## src/rtl/ldm_stm_sequencer_if.sv

```systemverilog
// Bus between the decode-stage controller and the LDM/STM/PUSH/POP sequencer.
// The master drives the decoded instruction and the memory handshake. The
// slave (the sequencer) drives the per-transfer strobes and the stall/done signals.
interface ldm_stm_sequencer_if #(
  parameter int ADDR_WIDTH   = 4,
  parameter int LIST_WIDTH   = 8,
  parameter int OFFSET_WIDTH = 8
);
  logic                    start_i;
  logic                    is_load_i;
  logic                    descending_i;
  logic                    writeback_i;
  logic                    extra_reg_i;
  logic [ADDR_WIDTH-1:0]   base_reg_i;
  logic [LIST_WIDTH-1:0]   reg_list_i;
  logic                    mem_ready_i;
  logic                    xfer_valid_o;
  logic [ADDR_WIDTH-1:0]   reg_addr_o;
  logic [OFFSET_WIDTH-1:0] offset_o;
  logic                    mem_write_en_o;
  logic                    reg_write_en_o;
  logic                    wb_en_o;
  logic [OFFSET_WIDTH-1:0] wb_offset_o;
  logic                    stall_o;
  logic                    done_o;

  modport master (
    output start_i, is_load_i, descending_i, writeback_i, extra_reg_i,
           base_reg_i, reg_list_i, mem_ready_i,
    input  xfer_valid_o, reg_addr_o, offset_o, mem_write_en_o, reg_write_en_o,
           wb_en_o, wb_offset_o, stall_o, done_o
  );

  modport slave (
    input  start_i, is_load_i, descending_i, writeback_i, extra_reg_i,
           base_reg_i, reg_list_i, mem_ready_i,
    output xfer_valid_o, reg_addr_o, offset_o, mem_write_en_o, reg_write_en_o,
           wb_en_o, wb_offset_o, stall_o, done_o
  );
endinterface

```

## src/rtl/ldm_stm_sequencer.sv

```systemverilog
// Multi-cycle register-list sequencer for Thumb LDM/STM/PUSH/POP.
// The sequencer walks the set bits of the latched list, lowest register first.
// The extra LR/PC transfer is kept as the top bit of the mask, so it is always
// the last and highest-addressed transfer. All strobes are combinational from
// the state and the latched registers, and they are forced low while reset is held.
module ldm_stm_sequencer #(
  parameter int ADDR_WIDTH   = 4,
  parameter int LIST_WIDTH   = 8,
  parameter int OFFSET_WIDTH = 8
) (
  input logic                clk_i,
  input logic                reset_i,
  ldm_stm_sequencer_if.slave bus
);
  localparam int CNT_W  = $clog2(LIST_WIDTH + 2);
  localparam int MASK_W = LIST_WIDTH + 1;

  typedef enum logic [1:0] {S_IDLE, S_XFER, S_WB} state_t;

  state_t                  r_state;
  state_t                  w_state_next;
  logic [MASK_W-1:0]       r_mask;
  logic [CNT_W-1:0]        r_count;
  logic [CNT_W-1:0]        r_total;
  logic                    r_is_load;
  logic                    r_desc;
  logic                    r_wb;

  logic [CNT_W-1:0]        w_start_n;
  logic [LIST_WIDTH-1:0]   w_base_hit_vec;
  logic                    w_start_wb;
  logic [MASK_W-1:0]       w_mask_rest;
  logic                    w_last;
  logic [ADDR_WIDTH-1:0]   w_low_addr;
  logic [OFFSET_WIDTH-1:0] w_k4;
  logic [OFFSET_WIDTH-1:0] w_n4;

  // Number of transfers in the incoming instruction: the list popcount plus the optional LR/PC.
  always_comb begin
    w_start_n = CNT_W'(bus.extra_reg_i);
    for (int i = 0; i < LIST_WIDTH; i++) begin
      w_start_n = w_start_n + CNT_W'(bus.reg_list_i[i]);
    end
  end

  // Base register present in the low list. The explicit compare per bit avoids an out-of-range index.
  for (genvar gi = 0; gi < LIST_WIDTH; gi++) begin : g_base_hit
    assign w_base_hit_vec[gi] = bus.reg_list_i[gi] && (bus.base_reg_i == ADDR_WIDTH'(gi));
  end

  // A load that overwrites its own base keeps the loaded value, so writeback is dropped.
  assign w_start_wb = bus.writeback_i && !(bus.is_load_i && (|w_base_hit_vec));

  // The remaining mask after clearing the lowest set bit. Only one bit left means this is the final transfer.
  assign w_mask_rest = r_mask & (r_mask - MASK_W'(1));
  assign w_last      = (w_mask_rest == '0);

  // Byte offsets 4k and 4N. Two's-complement wraparound gives the descending form 4k-4N.
  assign w_k4 = OFFSET_WIDTH'({r_count, 2'b00});
  assign w_n4 = OFFSET_WIDTH'({r_total, 2'b00});

  // Lowest set register of the remaining mask. If only the extra bit is left, use LR for a store or PC for a load.
  always_comb begin
    w_low_addr = r_is_load ? ADDR_WIDTH'(15) : ADDR_WIDTH'(14);
    for (int i = LIST_WIDTH - 1; i >= 0; i--) begin
      if (r_mask[i]) begin
        w_low_addr = ADDR_WIDTH'(i);
      end
    end
  end

  // State register plus the latched instruction and its progress counter.
  always_ff @(posedge clk_i) begin
    if (reset_i) begin
      r_state   <= S_IDLE;
      r_mask    <= '0;
      r_count   <= '0;
      r_total   <= '0;
      r_is_load <= 1'b0;
      r_desc    <= 1'b0;
      r_wb      <= 1'b0;
    end else begin
      r_state <= w_state_next;
      case (r_state)
        S_IDLE: begin
          if (bus.start_i) begin
            r_mask    <= {bus.extra_reg_i, bus.reg_list_i};
            r_count   <= '0;
            r_total   <= w_start_n;
            r_is_load <= bus.is_load_i;
            r_desc    <= bus.descending_i;
            r_wb      <= w_start_wb;
          end
        end
        S_XFER: begin
          if (bus.mem_ready_i) begin
            r_mask  <= w_mask_rest;
            r_count <= r_count + CNT_W'(1);
          end
        end
        default: ;
      endcase
    end
  end

  // Next-state and output decode. Every output defaults to 0 and is forced to 0 during reset.
  always_comb begin
    w_state_next       = r_state;
    bus.xfer_valid_o   = 1'b0;
    bus.reg_addr_o     = '0;
    bus.offset_o       = '0;
    bus.mem_write_en_o = 1'b0;
    bus.reg_write_en_o = 1'b0;
    bus.wb_en_o        = 1'b0;
    bus.wb_offset_o    = '0;
    bus.stall_o        = 1'b0;
    bus.done_o         = 1'b0;

    case (r_state)
      S_IDLE: begin
        if (bus.start_i) begin
          if (w_start_n != '0) begin
            w_state_next = S_XFER;
            bus.stall_o  = 1'b1;
          end else if (bus.writeback_i) begin
            w_state_next = S_WB;
            bus.stall_o  = 1'b1;
          end else begin
            bus.done_o = 1'b1;
          end
        end
      end
      S_XFER: begin
        bus.xfer_valid_o   = 1'b1;
        bus.reg_addr_o     = w_low_addr;
        bus.offset_o       = r_desc ? (w_k4 - w_n4) : w_k4;
        bus.mem_write_en_o = !r_is_load;
        bus.reg_write_en_o = r_is_load && bus.mem_ready_i;
        bus.stall_o        = 1'b1;
        if (bus.mem_ready_i && w_last) begin
          if (r_wb) begin
            w_state_next = S_WB;
          end else begin
            w_state_next = S_IDLE;
            bus.stall_o  = 1'b0;
            bus.done_o   = 1'b1;
          end
        end
      end
      S_WB: begin
        bus.wb_en_o     = 1'b1;
        bus.wb_offset_o = r_desc ? ('0 - w_n4) : w_n4;
        bus.done_o      = 1'b1;
        w_state_next    = S_IDLE;
      end
      default: w_state_next = S_IDLE;
    endcase

    if (reset_i) begin
      w_state_next       = S_IDLE;
      bus.xfer_valid_o   = 1'b0;
      bus.reg_addr_o     = '0;
      bus.offset_o       = '0;
      bus.mem_write_en_o = 1'b0;
      bus.reg_write_en_o = 1'b0;
      bus.wb_en_o        = 1'b0;
      bus.wb_offset_o    = '0;
      bus.stall_o        = 1'b0;
      bus.done_o         = 1'b0;
    end
  end
endmodule

```

## src/flat_wrapper.sv

```systemverilog
// flat-port wrapper written by rule: the top's interface ports become plain ports
module ldm_stm_sequencer_flat 
#(
  parameter int ADDR_WIDTH   = 4,
  parameter int LIST_WIDTH   = 8,
  parameter int OFFSET_WIDTH = 8
)
  (clk_i, reset_i, bus_start_i, bus_is_load_i, bus_descending_i, bus_writeback_i, bus_extra_reg_i, bus_base_reg_i, bus_reg_list_i, bus_mem_ready_i, bus_xfer_valid_o, bus_reg_addr_o, bus_offset_o, bus_mem_write_en_o, bus_reg_write_en_o, bus_wb_en_o, bus_wb_offset_o, bus_stall_o, bus_done_o);
  ldm_stm_sequencer_if #(.ADDR_WIDTH(ADDR_WIDTH), .LIST_WIDTH(LIST_WIDTH), .OFFSET_WIDTH(OFFSET_WIDTH)) bus_i ();
  input logic clk_i;
  input logic reset_i;
  input wire logic [$bits(bus_i.start_i)-1:0] bus_start_i;
  input wire logic [$bits(bus_i.is_load_i)-1:0] bus_is_load_i;
  input wire logic [$bits(bus_i.descending_i)-1:0] bus_descending_i;
  input wire logic [$bits(bus_i.writeback_i)-1:0] bus_writeback_i;
  input wire logic [$bits(bus_i.extra_reg_i)-1:0] bus_extra_reg_i;
  input wire logic [$bits(bus_i.base_reg_i)-1:0] bus_base_reg_i;
  input wire logic [$bits(bus_i.reg_list_i)-1:0] bus_reg_list_i;
  input wire logic [$bits(bus_i.mem_ready_i)-1:0] bus_mem_ready_i;
  output wire logic [$bits(bus_i.xfer_valid_o)-1:0] bus_xfer_valid_o;
  output wire logic [$bits(bus_i.reg_addr_o)-1:0] bus_reg_addr_o;
  output wire logic [$bits(bus_i.offset_o)-1:0] bus_offset_o;
  output wire logic [$bits(bus_i.mem_write_en_o)-1:0] bus_mem_write_en_o;
  output wire logic [$bits(bus_i.reg_write_en_o)-1:0] bus_reg_write_en_o;
  output wire logic [$bits(bus_i.wb_en_o)-1:0] bus_wb_en_o;
  output wire logic [$bits(bus_i.wb_offset_o)-1:0] bus_wb_offset_o;
  output wire logic [$bits(bus_i.stall_o)-1:0] bus_stall_o;
  output wire logic [$bits(bus_i.done_o)-1:0] bus_done_o;
  assign bus_i.start_i = bus_start_i;
  assign bus_i.is_load_i = bus_is_load_i;
  assign bus_i.descending_i = bus_descending_i;
  assign bus_i.writeback_i = bus_writeback_i;
  assign bus_i.extra_reg_i = bus_extra_reg_i;
  assign bus_i.base_reg_i = bus_base_reg_i;
  assign bus_i.reg_list_i = bus_reg_list_i;
  assign bus_i.mem_ready_i = bus_mem_ready_i;
  assign bus_xfer_valid_o = bus_i.xfer_valid_o;
  assign bus_reg_addr_o = bus_i.reg_addr_o;
  assign bus_offset_o = bus_i.offset_o;
  assign bus_mem_write_en_o = bus_i.mem_write_en_o;
  assign bus_reg_write_en_o = bus_i.reg_write_en_o;
  assign bus_wb_en_o = bus_i.wb_en_o;
  assign bus_wb_offset_o = bus_i.wb_offset_o;
  assign bus_stall_o = bus_i.stall_o;
  assign bus_done_o = bus_i.done_o;
  ldm_stm_sequencer #(.ADDR_WIDTH(ADDR_WIDTH), .LIST_WIDTH(LIST_WIDTH), .OFFSET_WIDTH(OFFSET_WIDTH)) u_core (.clk_i(clk_i), .reset_i(reset_i), .bus(bus_i));
endmodule
```

## config.mk

```make
export PLATFORM = sky130hd
export DESIGN_NAME = ldm_stm_sequencer_flat
export DESIGN_NICKNAME = d
export VERILOG_FILES = /design/src/rtl/ldm_stm_sequencer_if.sv /design/src/rtl/ldm_stm_sequencer.sv /design/src/flat_wrapper.sv
export SDC_FILE = /design/constraint.sdc
export NUM_CORES = 1
export LEC_CHECK = 0
export CAP_MARGIN = 20
export CORE_ASPECT_RATIO = 1.75
export CORE_MARGIN = 2
export CORE_UTILIZATION = 53
export CTS_CLUSTER_SIZE = 14
export DETAILED_ROUTE_END_ITERATION = 7
export PLACE_DENSITY = 0.93
export SYNTH_ARGS = -nofsm -noshare
export SYNTH_HDL_FRONTEND = slang
export SYNTH_SLANG_ARGS = --single-unit
```

## constraint.sdc

```tcl
create_clock -name clk_i -period 8.4 [get_ports clk_i]
set_input_delay 1.68 -clock clk_i [delete_from_list [all_inputs] [get_ports clk_i]]
set_output_delay 1.68 -clock clk_i [all_outputs]
set_load 0.005 [all_outputs]
```

==> results.py <==
metrics = {
    "outcome": {
        "outcome": "complete, no violations",
    },
    "floorplanning": {
        "die-height_um": 82.0,
        "dieWidth_um": 48.6,
        "core_rows": 28,
        "start_util_pct": 54.8,
        "io_pins": 46,
        "core_area_um2": 3360,
        "fp.dieArea_um2": 3990,
    },
    "yosys": {
        "async_reset_ff_share_pct": 0,
        "synth_cells": 236,
        "post_synth_xor_area_fraction_pct": 2.37,
        "synth_mux_area_share_pct": 3.53,
        "synth_ff_type": "dfxtp_1",
        "synth_compound_area_share_pct": 22.9,
        "number_of_different_library_cells_in_the_post_synthesis_netlist": 47,
        "seq_area_frac_synth_pct": 23.9,
        "syn_area_per_cell_um2": 7.81,
        "ys_seq_elements": 22,
        "synthAdderAreaFrac_pct": 15.2,
        "edff_count_synth": 0,
        "syn_area_um2": 1840,
        "largest_family_of_logic_cells_by_synthesized_area": "compound AO/OA/AOI/OAI gates",
        "yosys_warnings": 0,
        "simple_gate_share_of_the_synthesized_area_pct": 19.5,
    },
    "setup_path": {
        "cp-start-kind": "input pin",
        "critical_path_class": "input pin to primary output",
        "worstPathMaxFanout": 4,
        "crit_arrival_ns": 6.17,
        "crit_required_ns": 6.72,
        "critical_path.endpoint_type": "primary output",
    },
    "sta": {
        "setup_viol": 0,
        "worst_slew_pin_slew_ns": 0.985,
        "slew_violations": 0,
        "clock-skew-final_ns": 0.00390,
        "report.final.hold_viol_count": 0,
        "timing.setup.tns_ns": 0,
        "achievable-frequency_ghz": 0.127,
        "max-slew-margin-rel_pct": 34.2,
        "period_share_pct": 93.4,
        "minimum_clock_period_after_layout_ns": 7.85,
        "unrepaired_setup_endpoints_after_global_routing": "no",
    },
    "grt": {
        "grt_use_total_pct": 25.4,
        "grt_max_degree": 27,
        "overflow": 0,
        "global_route_wire_length_before_repair_um": 7810,
        "number_of_antenna_violations_at_the_first_check_in_global_routing": 0,
        "grt_pass1_vias": 1664,
    },
    "final_layout": {
        "final_design_area_no_fill_um2": 2250,
        "layout.nets": 303,
        "drive_above_1_share_pct": 5.30,
        "finish.utilization_pct": 67.0,
        "num_antenna_cells": 0,
        "syn2layout_area_growth_pct": 22.2,
        "commonest_cells_after_routing_fill_and_taps_aside": "clkdlybuf4s50_1, inv_1, nand2_1, nor2_1, dfxtp_1",
        "layout_commonest_cell": "clkdlybuf4s50_1",
    },
    "routing": {
        "antenna_violating_nets_post_route": 0,
        "via_count": 1810,
        "number_of_violations_reported_at_the_end_of_detailed_routing_iteration_0": 92,
        "drc_errors": 0,
        "drt_wl_total_um": 4650,
        "wl_per_cell_um": 15.0,
        "detail_route.first_pass.iterations": 5,
        "detail_route.vias_per_cell": 5.86,
    },
    "pwr": {
        "leakage_nw": 0.914,
        "irDropWorstVdd_mv": 0.130,
        "p_per_area_nw_per_um2": 174,
    },
    "job": {
        "cap_violations": 0,
    },
    "placed_design": {
        "gp_routability_congestion": 0.868,
        "detailedPlacementHpwl_um": 3620,
        "detailed_place.area_um2": 2200,
        "io_buffer_count": 41,
    },
    "cts": {
        "clk-insertion-delay-late_ns": 0.26,
        "cts-root-buf": "clkbuf_8",
        "cts_hold_buf": 0,
        "cts_htree_levels": 1,
        "clockBufferDepth": 2,
        "clkSinkCount": 22,
        "tritoncts": "built",
        "clkTransAtPathRegs_ns": 0.08,
        "number_of_instances_resized_during_post_cts_repair": 0,
        "number_of_setup_buffers_added_after_cts": 0,
        "tritoncts.num_buffers": 3,
    },
    "worst_hold_path": {
        "worst_min_delay_path_category": "register to register",
    },
}
==> through the flow <==
stage                     hold WS (ns)  power (mW)  instances  worst slack [ns]
after detailed placement         0.497       0.313        305             0.584
after floorplan                  0.454       0.266        239              1.84
after global routing             0.531       0.421        309             0.403
final                            0.507       0.392        309             0.555
after CTS                        0.505       0.389        309             0.553
after global placement           0.479       0.304        305             0.730
==> worst max-delay path, cell delays in order <==
cell,delay (ns)
clkdlybuf4s50_1,0.47
ha_1,0.31
inv_1,0.07
fa_1,0.44
fa_1,0.52
fa_1,0.42
inv_1,0.08
ha_1,0.15
inv_1,0.05
fa_1,0.38
xnor2_1,0.16
nor3b_1,0.18
nand2_1,0.14
or3_1,0.37
a31oi_1,0.18
clkdlybuf4s50_1,0.55
==> logic make-up (layout without fill, tap and decap cells) <==
| group | count (synthesis) | in the layout |
|---|---|---|
| muxes | 4 | 4 |
| and+or+nand+nor | 77 | 77 |
| AOI/OAI and AO/OA | 61 | 61 |
| buffers and inverters | 47 | 72 |
| other | 1 | 4 |
| xor gates and xnor gates | 5 | 5 |
| DFF | 22 | 22 |
| adders and majority gates | 19 | 19 |
==> power by group <==
group	total [mW]	internal [mW]	switching, mW
registers	0.135	0.116	0.0191
logic	0.179	0.0828	0.0967
clock network	0.0768	0.0418	0.0350
==> cell type report <==
class	count	area, um2
Multi-Input combinational cell	170	1190
Sequential cell	22	440
Clock buffer	4	55.1
Timing Repair Buffer	42	418
Inverter	26	97.6
Fill cell	294	1110
Tap cell	45	56.3
==> cell usage after synthesis (2+ instances only) <==
cell | n | area, um2
or2_2 | 3 | 18.8
o31ai_1 | 3 | 22.5
inv_1 | 26 | 97.6
a22oi_1 | 9 | 67.6
mux2i_1 | 2 | 20.0
fa_1 | 6 | 120
dfxtp_1 | 22 | 440
or3_1 | 3 | 18.8
xor2_1 | 3 | 26.3
xnor2_1 | 2 | 17.5
mux4_2 | 2 | 45.0
a211o_1 | 2 | 17.5
nor2b_1 | 3 | 18.8
ha_1 | 12 | 150
buf_6 | 4 | 45.0
nand2b_1 | 3 | 18.8
a21oi_1 | 13 | 65.1
nand3_1 | 2 | 10.0
a21o_1 | 3 | 22.5
nand2_1 | 24 | 90.1
o21ai_0 | 14 | 70.1
a211oi_1 | 4 | 30.0
buf_4 | 6 | 45.0
nor3_1 | 8 | 40.0
clkbuf_1 | 11 | 41.3
nor2_1 | 24 | 90.1
a311oi_1 | 2 | 17.5
==> worst paths after layout <==
path / startpoint / end / slack (ns) / cells after the start
worst min-delay path: u_core.r_wb$_SDFFE_PP0P_ / u_core.r_wb$_SDFFE_PP0P_ / 0.51 / 2
worst max-delay path: bus_reg_list_i[0] / bus_done_o / 0.55 / 16
worst max register to register: u_core.r_state[0]$_SDFFE_PP0P_ / u_core.r_mask[1]$_SDFFE_PP0P_ / 6.43 / 6
worst min register to register: u_core.r_wb$_SDFFE_PP0P_ / u_core.r_wb$_SDFFE_PP0P_ / 0.51 / 2
==> routing by layer <==
metal / vias to the layer above / wire length, um / track usage, %
li1: 864 / - / -
met2: 101 / 2420 / 49.3
met5: - / 0 / 0
met3: 22 / 306 / 3.45
met4: 0 / 177 / 11.4
met1: 823 / 1740 / 27.2
==> registers in the layout (all words and copies together) (netlist names) <==
register          cells
u_core.r_mask         9
u_core.r_count        4
u_core.r_total        4
u_core.r_state        2
u_core.r_desc         1
u_core.r_is_load      1
u_core.r_wb           1
No activity file was read; power rests on OpenSTA's default activity.
